`src/rtl/input_conditioner.sv`:
```
// Multi-channel pin conditioner: optional inversion, N-flop synchroniser, stability-count
// debouncer and registered press/release pulses. Define INPUT_CONDITIONER_REPEAT_EN for auto-repeat.
module input_conditioner #(
  parameter int unsigned width_p           = 4,
  parameter int unsigned sync_depth_p      = 2,
  parameter int unsigned debounce_cycles_p = 16,
  parameter bit          invert_p          = 1'b1,
  parameter int unsigned repeat_delay_p    = 6000000,
  parameter int unsigned repeat_period_p   = 1200000
) (
  input  logic               clk_i,
  input  logic               reset_i,
  input  logic [width_p-1:0] async_unsafe_i,
  output logic [width_p-1:0] level_o,
  output logic [width_p-1:0] press_o,
  output logic [width_p-1:0] release_o
);

  if (sync_depth_p < 2 || debounce_cycles_p < 1 || repeat_delay_p < 1 || repeat_period_p < 1)
  begin : g_bad_params
    $error("input_conditioner: illegal parameter value");
  end

  localparam int unsigned cnt_w_lp = $clog2(debounce_cycles_p + 1);
  localparam logic [cnt_w_lp-1:0] cnt_last_lp = cnt_w_lp'(debounce_cycles_p - 1);

`ifdef INPUT_CONDITIONER_REPEAT_EN
  localparam int unsigned rpt_max_lp = (repeat_delay_p > repeat_period_p) ?
                                       repeat_delay_p : repeat_period_p;
  localparam int unsigned rpt_w_lp = $clog2(rpt_max_lp + 1);
  localparam logic [rpt_w_lp-1:0] rpt_delay_last_lp  = rpt_w_lp'(repeat_delay_p - 1);
  localparam logic [rpt_w_lp-1:0] rpt_period_last_lp = rpt_w_lp'(repeat_period_p - 1);
`endif

  // Reset value 0 in the synchroniser is the inactive level once inversion is applied.
  logic [width_p-1:0] raw;
  assign raw = async_unsafe_i ^ {width_p{invert_p}};

  for (genvar i = 0; i < width_p; i++) begin : g_ch
    logic [sync_depth_p-1:0] sync_q, sync_d;
    logic [cnt_w_lp-1:0]     cnt_q, cnt_d;
    logic                    level_q, level_d;
    logic                    press_q, press_d;
    logic                    release_q, release_d;
    logic                    s;

    assign s = sync_q[sync_depth_p-1];

    // NOTE: every signal written here gets a default first, so no latch can be inferred.
    always_comb begin
      sync_d  = {sync_q[sync_depth_p-2:0], raw[i]};
      cnt_d   = '0;
      level_d = level_q;
      if (s != level_q) begin
        if (cnt_q == cnt_last_lp) begin
          level_d = s;
        end else begin
          cnt_d = cnt_q + 1'b1;
        end
      end
      release_d = level_q & ~level_d;
    end

`ifdef INPUT_CONDITIONER_REPEAT_EN
    logic [rpt_w_lp-1:0] rpt_q, rpt_d;
    logic                rpt_first_q, rpt_first_d;

    // The counter restarts on every press pulse; first_q selects delay vs. period.
    always_comb begin
      rpt_d       = '0;
      rpt_first_d = 1'b1;
      press_d     = ~level_q & level_d;
      if (level_q && level_d) begin
        rpt_first_d = rpt_first_q;
        if (rpt_q == (rpt_first_q ? rpt_delay_last_lp : rpt_period_last_lp)) begin
          press_d     = 1'b1;
          rpt_first_d = 1'b0;
        end else begin
          rpt_d = rpt_q + 1'b1;
        end
      end
    end

    always_ff @(posedge clk_i or posedge reset_i) begin
      if (reset_i) begin
        rpt_q       <= '0;
        rpt_first_q <= 1'b1;
      end else begin
        rpt_q       <= rpt_d;
        rpt_first_q <= rpt_first_d;
      end
    end
`else
    always_comb begin
      press_d = ~level_q & level_d;
    end
`endif

    // NOTE: state registers use non-blocking assignments so every flop samples pre-edge values.
    always_ff @(posedge clk_i or posedge reset_i) begin
      if (reset_i) begin
        sync_q    <= '0;
        cnt_q     <= '0;
        level_q   <= 1'b0;
        press_q   <= 1'b0;
        release_q <= 1'b0;
      end else begin
        sync_q    <= sync_d;
        cnt_q     <= cnt_d;
        level_q   <= level_d;
        press_q   <= press_d;
        release_q <= release_d;
      end
    end

    assign level_o[i]   = level_q;
    assign press_o[i]   = press_q;
    assign release_o[i] = release_q;
  end

endmodule

```
`config.mk`:
```
export PLATFORM = sky130hd
export DESIGN_NAME = input_conditioner
export DESIGN_NICKNAME = d
export VERILOG_FILES = /design/src/rtl/input_conditioner.sv
export SDC_FILE = /design/constraint.sdc
export NUM_CORES = 1
export LEC_CHECK = 0
export CORE_UTILIZATION = 43
export CTS_CLUSTER_DIAMETER = 150
export DETAILED_ROUTE_END_ITERATION = 10
export GPL_ROUTABILITY_DRIVEN = 0
export GPL_TIMING_DRIVEN = 1
export SLEW_MARGIN = 15
export SYNTH_ARGS = -nofsm -noshare
export SYNTH_HDL_FRONTEND = slang
export SYNTH_SLANG_ARGS = --single-unit
```
`constraint.sdc`:
```
create_clock -name clk_i -period 2.9 [get_ports clk_i]
set_clock_uncertainty 0.1 [all_clocks]
set_input_delay 0.58 -clock clk_i [delete_from_list [all_inputs] [get_ports clk_i]]
set_output_delay 0.58 -clock clk_i [all_outputs]
set_load 0.01 [all_outputs]
```
==> metrics.csv <==
metric;value;unit
htree_levels;2;
wl_per_cell;11.8;µm
rsz0062_at_grt;no;
regArea;1000;µm²
crit_fanout;5;
dr_total_vias;857;
tns;0;ns
synth_simple_gate_area_frac;0.172;
worstPathArrival;1.26;ns
drive_gt1_frac;0.134;
fill_cells;328;
period_minus_slack;1.94;ns
timing_hold_violations_final;0;
p_switching;0.210;mW
slew_headroom;0.685;
rows;22;
synth.mux.area_fraction;0.0368;
ys_ff_latch;40;
p_total;0.973;mW
cts_buffer_depth;2;
dieArea;4040;µm²
dp_hpwl;1550;µm
clockRootBuffer;clkbuf_8;
cts_sinks;40;
avgSynthCellArea;13.5;µm²
grt_max_degree;41;
die_y;63.6;µm
power.leakage;1.03;nW
max_freq;0.516;GHz
coreArea;3660;µm²
clk_pin_slew;0.07;ns
path_buf_inv;1;
p_clk_frac;0.339;
synthesis.nets;131;
hold_start;g_ch[0].sync_q[0];
numPortBuffers;17;
crit_path_start;g_ch[2].level_q;
synth_top_family_by_area;simple AND/OR/NAND/NOR gates;
grt_pass1_vias;918;
synthToLayoutAreaGrowth;13.8;%
setup.worst_path.end_class;output port;
setup_viol;0;
worst_slew_pin_slew;0.473;ns
synthXorXnorAreaFrac;0.0645;
grtUsageTotal;0.136;
ys_types;15;
pre_cts_slack;1.27;ns
fp.dieW;63.6;µm
max_stage_delay;0.57;ns
cp_slowest_cell;clkdlybuf4s50_1;
final_cell_mix;dfrtp_1 (40), clkdlybuf4s50_1 (17), xor2_1 (12);
path_delay_family;buffers and inverters;
cts-resized-gates;0;
synth-compound-area-share;0.0153;
synthCells;121;
seq_area_frac_synth;0.614;
grt_first_pass_wirelength;4160;µm
antenna_found_initial;0;
synth.area.top_cells;dfrtp_1 (61%), xor2_1 (6.4%), buf_4 (5.5%);
postLayoutSetupSlackWorst;0.963;ns
synth_area;1630;µm²
multiInputGateArea;520;µm²
initial_core_util;0.445;
path_cells;clkdlybuf4s50_1;
drt_iter0_drc;31;
seq_power_share;0.610;
nets;144;
rr_startpoint;g_ch[2].cnt_q[0];
switching_share;0.216;
min_period_over_period;0.668;
via_per_inst;4.71;
p_int;0.763;mW
dr.pass1.iters;4;
clk_latency;0.28;ns
cts_setup_buffers;0;
antennaDiodeCount;0;
report.final.slew_viol_count;0;
ir_drop;0.000364;V
io_pins;18;
drt_drc_violations_left;0;
yosysWarningCount;0;
worstSetupPathType;reg -> out;
max_cap_viol_count;0;
rrSetupSlack;1.55;ns
cp.required;2.22;ns
yosysTopAreaCell;dfrtp_1;
ant_nets;0;
finalWirelength;2160;µm
p_per_area;524;nW/µm²
numCtsBuffers;5;
synth_adder_area_share;0.0307;
combPwrFrac;0.050;
grt-ovfl-total;0;
status;completed;
min_path_type;reg -> reg;
startpoint_type;flip-flop;
synth_top_area_share;0.614;
cts_tree;done;
mostFrequentLayoutCell;dfrtp_1;
cts_hold_buf;0;
logic make-up (layout without fill, tap and decap cells):
group / count (synthesis) / after routing
buf+inv: 17 / 30
mux: 4 / 4
flops: 40 / 40
compound gates: 4 / 4
xor+xnor: 12 / 12
fa+ha+maj: 4 / 4
simple gates: 40 / 40
worst paths after layout:
| check | end | cells after the start |
|---|---|---|
| max | level_o[2] | 1 |
| min | g_ch[0].sync_q[1] | 0 |
| max reg2reg | g_ch[2].level_q | 3 |
| min reg2reg | g_ch[0].sync_q[1] | 0 |
| max in group asynchronous | g_ch[2].level_q | 3 |
| min in group asynchronous | g_ch[0].release_q | 3 |
cell usage after synthesis:
master	number
dfrtp_1	40
buf_4	12
xor2_1	12
nand2_1	8
nor2_1	8
nor3b_1	8
and2_1	5
inv_1	5
a31oi_1	4
ha_1	4
mux2_4	4
nand3_1	4
and3_2	3
nand4b_4	3
nand4b_2	1
metrics by stage:
step / std cells / util / area [µm²] / hold WS [ns]
finish: 182 / 0.507 / 1860 / 0.250
detailed placement: 175 / 0.486 / 1780 / 0.235
CTS: 182 / 0.507 / 1860 / 0.252
global route: 182 / 0.507 / 1860 / 0.266
floorplan: 121 / - / 1630 / 0.231
global placement: 175 / 0.486 / 1780 / 0.233
flip-flops by register name, summed over array words and instances (netlist names):
signal and flops:
g_ch.sync_q 8, g_ch.press_q 4, g_ch.cnt_q 20, g_ch.level_q 4
g_ch.release_q 4
cell type report:
type	count	share of cell area
timing repair buffer	18	0.0958
inverter	5	0.0101
multi-input combinational	64	0.281
clock inverter	1	0.00270
tap	48	0.0324
sequential	40	0.539
clock buffer	6	0.0391
per-layer routing:
| metal | global-route usage | wire [µm] | share of wire |
|---|---|---|---|
| met2 | 0.219 | 1130 | 0.52 |
| met3 | 0.0489 | 68 | 0.032 |
| met5 | 0 | 0 | 0 |
| met1 | 0.166 | 933 | 0.43 |
| met4 | 0.0511 | 23 | 0.011 |
power groups by stage:
stage	registers, mW	logic (mW)	clock network (mW)
final	0.594	0.0489	0.330
after global routing	0.597	0.0575	0.379
after CTS	0.594	0.0515	0.350
after detailed placement	0.605	0.0510	0
after global placement	0.603	0.0483	0
after floorplan	0.601	0.0346	0
Note: power is estimated with default switching activity, not from simulation.
